--- src/rtl/rv_if_stage.sv ---
`default_nettype none
// ============================================================================
// Module   : rv_if_stage
// Purpose  : Instruction-fetch stage. Issues sequential fetch requests from a
//            PC register, tracks in-flight fetches in an in-order queue, and
//            presents completed instructions to decode. Redirects flush the
//            queue and drop responses still owed for the flushed fetches.
// Ports    : clk_i/rst_i             clock, synchronous active-high reset
//            imem_req_o/imem_addr_o  fetch request valid / address (= pc)
//            imem_gnt_i              request accepted this cycle
//            imem_rvalid_i/rdata_i   in-order response and instruction word
//            redirect_i/redirect_pc_i control-flow redirect and target
//            instr_valid_o/instr_o/pc_o  head instruction to decode
//            instr_ready_i           decode accepts the head instruction
// Revision : 1.0  initial release
// ============================================================================
module rv_if_stage #(
  parameter logic [63:0] RESET_PC = 64'h0,
  parameter int unsigned DEPTH    = 2       // 2 or 4 (pointer math needs a power of two)
) (
  input  logic        clk_i,
  input  logic        rst_i,
  output logic        imem_req_o,
  output logic [63:0] imem_addr_o,
  input  logic        imem_gnt_i,
  input  logic        imem_rvalid_i,
  input  logic [31:0] imem_rdata_i,
  input  logic        redirect_i,
  input  logic [63:0] redirect_pc_i,
  output logic        instr_valid_o,
  output logic [31:0] instr_o,
  output logic [63:0] pc_o,
  input  logic        instr_ready_i
);

  localparam int unsigned IDX_W = $clog2(DEPTH);
  localparam int unsigned CNT_W = $clog2(DEPTH + 1);
  localparam logic [CNT_W:0] c_depth = (CNT_W + 1)'(DEPTH);

  logic [63:0]       r_pc;
  logic [63:0]       r_q_pc    [DEPTH];
  logic [31:0]       r_q_instr [DEPTH];
  logic [DEPTH-1:0]  r_q_filled;
  logic [IDX_W-1:0]  r_head;
  logic [CNT_W-1:0]  r_count;    // allocated entries
  logic [CNT_W-1:0]  r_nfilled;  // filled entries; always the oldest ones
  logic [CNT_W-1:0]  r_drop;     // responses still owed to flushed fetches

  logic [IDX_W-1:0]  w_tail;
  logic [IDX_W-1:0]  w_fill_idx;
  logic [CNT_W:0]    w_inflight;
  logic [CNT_W:0]    w_outstanding;
  logic [CNT_W-1:0]  w_drop_load;
  logic              w_valid;
  logic              w_req;
  logic              w_alloc;
  logic              w_fill;
  logic              w_discard;
  logic              w_pop;

  // Responses return in grant order, so the filled entries are always a
  // prefix of the queue and the oldest unfilled entry sits right after them.
  assign w_tail     = r_head + IDX_W'(r_count);
  assign w_fill_idx = r_head + IDX_W'(r_nfilled);

  // Dropped responses still occupy memory-side slots, so they count
  // against the request budget alongside allocated entries.
  assign w_inflight = {1'b0, r_count} + {1'b0, r_drop};

  assign w_valid    = (r_count != '0) && r_q_filled[r_head];
  assign w_req      = !rst_i && !redirect_i && (w_inflight < c_depth);
  assign w_alloc    = w_req && imem_gnt_i;
  assign w_fill     = imem_rvalid_i && !redirect_i && (r_drop == '0) && (r_nfilled < r_count);
  assign w_discard  = imem_rvalid_i && !redirect_i && (r_drop != '0);
  assign w_pop      = w_valid && instr_ready_i && !redirect_i;

  // On redirect every granted-but-unanswered fetch becomes a drop; a
  // response landing in the redirect cycle itself is already discarded.
  assign w_outstanding = {1'b0, r_drop} + {1'b0, r_count - r_nfilled};
  assign w_drop_load   = (imem_rvalid_i && (w_outstanding != '0))
                         ? CNT_W'(w_outstanding - 1'b1)
                         : CNT_W'(w_outstanding);

  assign imem_req_o    = w_req;
  assign imem_addr_o   = r_pc;
  assign instr_valid_o = w_valid;
  assign instr_o       = w_valid ? r_q_instr[r_head] : 32'h0;
  assign pc_o          = w_valid ? r_q_pc[r_head]    : 64'h0;

  always_ff @(posedge clk_i) begin
    if (rst_i) begin
      r_pc       <= RESET_PC;
      r_head     <= '0;
      r_count    <= '0;
      r_nfilled  <= '0;
      r_drop     <= '0;
      r_q_filled <= '0;
    end else if (redirect_i) begin
      r_pc       <= {redirect_pc_i[63:2], 2'b00};
      r_head     <= '0;
      r_count    <= '0;
      r_nfilled  <= '0;
      r_drop     <= w_drop_load;
      r_q_filled <= '0;
    end else begin
      if (w_alloc) begin
        r_pc               <= r_pc + 64'd4;
        r_q_filled[w_tail] <= 1'b0;
      end
      if (w_fill) begin
        r_q_filled[w_fill_idx] <= 1'b1;
      end
      if (w_pop) begin
        r_head <= r_head + IDX_W'(1);
      end
      if (w_discard) begin
        r_drop <= r_drop - CNT_W'(1);
      end
      r_count   <= r_count   + CNT_W'(w_alloc) - CNT_W'(w_pop);
      r_nfilled <= r_nfilled + CNT_W'(w_fill)  - CNT_W'(w_pop);
    end
  end

  // Payload storage needs no reset; it is only observed behind the filled
  // bit of an allocated entry.
  always_ff @(posedge clk_i) begin
    if (w_alloc) begin
      r_q_pc[w_tail] <= r_pc;
    end
    if (w_fill) begin
      r_q_instr[w_fill_idx] <= imem_rdata_i;
    end
  end

endmodule
`default_nettype wire
--- config.mk ---
export PLATFORM = sky130hd
export DESIGN_NAME = rv_if_stage
export DESIGN_NICKNAME = d
export VERILOG_FILES = /design/src/rtl/rv_if_stage.sv
export SDC_FILE = /design/constraint.sdc
export NUM_CORES = 1
export LEC_CHECK = 0
export ABC_AREA = 1
export BUFFER_PORTS_ARGS = -buffer_cell sky130_fd_sc_hd__buf_2
export CELL_PAD_IN_SITES_DETAIL_PLACEMENT = 1
export CELL_PAD_IN_SITES_GLOBAL_PLACEMENT = 1
export CORE_MARGIN = 2
export CORE_UTILIZATION = 37
export DETAILED_ROUTE_END_ITERATION = 8
export PLACE_DENSITY = 0.74
export SYNTH_ARGS = -nofsm -noshare
export SYNTH_HDL_FRONTEND = slang
export SYNTH_SLANG_ARGS = --single-unit
--- constraint.sdc ---
create_clock -name clk_i -period 5.3 [get_ports clk_i]
set_input_delay 1.59 -clock clk_i [delete_from_list [all_inputs] [get_ports clk_i]]
set_output_delay 1.59 -clock clk_i [all_outputs]
set_load 0.005 [all_outputs]
Word level (Yosys, flattened, before mapping). Memory sizes are Yosys's and may differ from the RTL's. A register that Yosys moved wholly into a read port is not among the register bits. Cells that the tools add are included.

RAM bits: 192. Bits of input ports: 102. Bits in registers: 73. Output and inout port bits: 162. Bits in latches: 0. ROM bits: 0. Memories kept: 2.

Memory list: r_q_pc (depth 2, bits a word 64, read ports 1, clocked after memory_dff 1, write ports 1, line 41) `logic [63:0] r_q_pc [DEPTH];`; r_q_instr (depth 2, bits a word 32, read ports 1, clocked after memory_dff 1, write ports 1, line 42) `logic [31:0] r_q_instr [DEPTH];`.

Add/subtract/negate cells: 13. Div/mod/pow operators: 0. Equality and inequality tests: 0. Multiplexer cells: 25. $mul: 0. Bitwise operators: 3. Reductions and logical operators: 22. Order comparisons: 7. Shifts and indexed selects: 0.

Operator list (count): two-way mux 64 bit (3); adder 64 x 3 -> 64 bit, second input constant (1); two-way mux 32 bit (1); two-way mux 2 bit (7); logical AND 1 bit (13); two-way mux 1 bit (12); nonzero test 2 bit (4); adder 2 x 2 -> 3 bit (2); less-than comparator 1 x 2 -> 1 bit, second input constant (3); adder 2 x 1 -> 2 bit (2); subtractor 2 x 1 -> 2 bit (2); subtractor 2 x 1 -> 2 bit, second input constant (2); less-than comparator 3 x 2 -> 1 bit, second input constant (1); nonzero test 3 bit (1); adder 1 bit (2); AND 2 bit (1); demux 1 bit (select 1 bit) (2); greater-or-equal comparator 1 bit, second input constant (2); logical NOT 1 bit (2); logical NOT 2 bit (1); less-than comparator 2 bit (1); NOT 2 bit (1); OR 2 bit (1); OR reduction 2 bit (1); other kinds (2) (2).

Logic depth before layout (Yosys ltp).
Depth in word-level cells: 12. Gate-level depth with buffers: 14. Gate-level depth less buffers: 13.

Worst setup path after synthesis. OpenSTA, ideal clock, no wires.

Path kind: in2reg. Start point: in redirect_i. End point: mem r_q_pc[0][10], enable pin. Slack: 26 ps. Data required time: 4818 ps. Arrival: 4792 ps. Cell stages on the path: 6. Path buffers: 1. Setup time: 482 ps. Cells stage by stage: nor2_2 nand2_2 nor2_4 inv_2 buf_2 nor2_1.

Longest elaborated chain between the ends: 6.

Ends and longest elaborated chain: start, declared (line 28) `input logic redirect_i,`; logical NOT 1 bit (line 71) `assign w_req = !rst_i && !redirect_i && (w_inflight < c_depth);`; logical AND 1 bit (2 in a row) (line 71); logical AND 1 bit (line 72) `assign w_alloc = w_req && imem_gnt_i;`; two-way mux 1 bit (line 127) `if (w_alloc) begin`; two-way mux 1 bit (implied by the code) (line 128) `r_q_pc[w_tail] <= r_pc;`; end, declared (line 41).

Every way passes these cells.

Final worst setup path.
Start point: reg r_count[1]. End point: out pc_o[52].

Longest elaborated chain between the ends: 3.

Ends and longest elaborated chain: start, declared (line 45) `logic [CNT_W-1:0] r_count;`; start signal, assigned (line 119) `r_count <= r_count + CNT_W'(w_alloc) - CNT_W'(w_pop);`; nonzero test 2 bit (line 70) `assign w_valid = (r_count != '0) && r_q_filled[r_head];`; logical AND 1 bit (line 70); two-way mux 64 bit (line 88) `assign pc_o = w_valid ? r_q_pc[r_head] : 64'h0;`; end, declared (line 32) `output logic [63:0] pc_o,`.

Every way passes these cells.

==> flow_summary.toml <==
[clocking]
cts_tree = "yes"
cts-root-buf = "clkbuf_16"
clock_sinks = 260
cts_buffers = 29
ctsHoldBuffers = 0
post-cts-setup-buffers = 0
clkTransAtPathRegs_ns = 0.06
post_cts_resized = 0
htreeDepth = 1
max-clock-path-buffers = 3
clock_latency_ns = 0.57

[power]
pwr-share-seq_pct = 49.6
p_total_mw = 4.65
peakVddDrop_mv = 0.250
powerDensity_nw_per_um2 = 305
power_frac_comb_pct = 5.6
p_int_mw = 3.58
switching_share_pct = 23.1
leakage_nw = 6.26
net-switching-power_mw = 1.08
p_clk_share_pct = 44.8

[yosys]
synth_top_family_by_area = "simple AND/OR/NAND/NOR gates"
synth-edff-count = 188
synth_top_area_share_pct = 45.2
synth_xor_xnor_area_share_pct = 1.61
netlist_area_um2 = 12500
synth.area.top_cells = "edfxtp_1 45%, nand2_1 14%, dfxtp_1 12%"
syn_area_per_cell_um2 = 8.71
yosysWarnings = 0
ys_async_sr_fraction_pct = 0
ys_ff_latch = 260
synthAdderAreaFrac_pct = 1.48
synth_cell_types = 36
synth.largest_area_cell = "edfxtp_1"
postSynthCellCount = 1434
ys_seq_area_share_pct = 56.8
synth_ff_type = "edfxtp_1"
muxShareOfSynthArea_pct = 0
yosys.area_share.simple_pct = 23.4
synth-compound-area-share_pct = 10.2

[run_status]
status = "completed"

[layout]
layout_commonest_cell = "nand2_1"
drive_gt1_share_pct = 22.2
fillers = 4035
stdcell_count = 2153
area_growth_pct = 22.1
nets = 1793
layout_common_cells = "452 x nand2_1, 257 x buf_2, 188 x edfxtp_1, 155 x a21oi_1, 141 x inv_1"

[worst_setup_path]
crit_chain = "o21ai_4, buf_4, a21oi_1, buf_2"
cp-end-kind = "output port"
r2r_slack_ns = 2.21
worst_ep_required_time_ns = 3.71
arrival_ns = 2.42
timing.rr.start = "r_count[0]$_SDFF_PP0_"
critPathSlowestCell = "o21ai_4"
reg2reg_depth = 13
cp_max_fo = 28
critPathMaxStageDelay_ns = 0.79
critPathKind = "register to output port"
start_kind = "register"
r2r_end = "imem_addr_o[6]$_SDFFE_PP0P_"

[flow_run]
maxCapViolations = 0

[global_route]
grt_overflow = 0
grt_pass1_wl_um = 63100
antenna_found_initial = 6
grt_pass1_vias = 11100
grtUsageTotal_pct = 22.9
grt_max_degree = 63

[sta]
relSlewSlack_pct = 33.7
fin_crit_sh_pct = 75.7
tightest_slew_ns = 0.992
rsz0062_at_grt = "false"
max_freq_mhz = 249
report.final.slew_viol_count = 0
finalCriticalPeriod_ns = 4.01
fin_hold_ws_ns = 0.500
setup_viol = 0
finalSetupTns_ns = 0
clock_skew_ns = 0.0114
hold_violations = 0

[die]
start_util_pct = 37.4
dieArea_um2 = 35200
placementRows = 67
core_region_area_um2 = 33400
io_pins = 264
die_x_um = 188
fp.dieH_um = 188

[place]
portBuffers = 257
gp_congestion = 0.888
dp_cells = 2095
dp_hpwl_um = 29400

[route]
drt_wl_total_um = 41000
vias = 10800
final_antenna_net_count = 0
vias_per_cell = 5.03
drtIter0Drc = 520
first_pass_iters = 4
wl_per_cell_um = 19.1
drc_errors = 0

[worst_hold_path]
hold_class = "register to register"
hold_end = "r_q_filled[0]$_SDFF_PP0_"
min_from = "r_q_filled[0]$_SDFF_PP0_"
hold_depth = 2
flip-flops by register name, indices dropped and copies added (netlist names), named ones only:
signal,cells
r_nfilled,2
r_drop,2
r_head,1
imem_addr_o,62
r_q_instr,64
r_q_pc,124
r_q_filled,2
r_count,2
kinds of logic after synthesis:
group           count (synthesis)
simple gates                  684
xor+xnor                       23
fa+ha+maj                      13
buf+inv                       205
compound gates                248
other cells                     1
flops                         260
through the flow:
stage	setup slack, ns	area [um^2]	utilization, %
after global placement	1.23	14200	42.7
after global routing	1.12	15200	45.6
after floorplan	0.0265	12500	-
after detailed placement	1.15	14200	42.7
final	1.29	15200	45.7
after CTS	1.25	15200	45.6
cells in the mapped netlist, types with 15 or more instances:
master	n
a21oi_1	155
a31oi_1	15
buf_2	19
clkbuf_1	29
dfxtp_1	72
edfxtp_1	188
inv_1	142
nand2_1	452
nand2_2	19
nand3_1	52
nor2_1	109
o21ai_0	49
o21ai_1	24
cell type report:
type                            count  area [um^2]  share of cell area, %
Sequential cell                   260         7090                   46.5
Multi-Input combinational cell    972         4640                   30.5
Timing Repair Buffer              269         1400                   9.20
Clock buffer                       43          840                   5.51
Tap cell                          448          561                   3.68
Inverter                          146          549                   3.60
Clock inverter                     11          148                  0.969
Antenna cell                        4         10.0                 0.0657
metal layers:
metal | GRT usage, % | vias to the layer above | wire length (um)
li1 | - | 5197 | -
met1 | 30.5 | 5253 | 18200
met2 | 38.6 | 313 | 19100
met3 | 4.72 | 58 | 2780
met4 | 5.12 | 8 | 879
met5 | 0 | - | 55
power by group through the flow:
| stage | combinational (mW) | clock [mW] | sequential (mW) |
|---|---|---|---|
| after detailed placement | 0.260 | 0 | 2.35 |
| after global routing | 0.293 | 2.18 | 2.32 |
| after floorplan | 0.138 | 0 | 2.32 |
| final | 0.259 | 2.08 | 2.31 |
| after global placement | 0.249 | 0 | 2.35 |
| after CTS | 0.263 | 2.12 | 2.31 |
worst max-delay path by stage:
stage	from	to	slack (ns)
final	r_count[1]$_SDFF_PP0_	pc_o[52]	1.29
after global routing	register	pc_o[32]	1.12
after global placement	redirect_i	imem_addr_o[20]$_SDFFE_PP0P_	1.23
after CTS	r_count[1]$_SDFF_PP0_	pc_o[54]	1.25
after floorplan	redirect_i	r_q_pc[0][10]$_DFFE_PP_	0.03
after detailed placement	redirect_i	imem_addr_o[19]$_SDFFE_PP0P_	1.15
worst max-delay path: cells and delay by family, from the launching register on:
family	cells	cell delay (ns)
buf+inv	2	0.54
flops	1	0.41
compound gates	2	0.88
Power figures use the tool's default switching activity.
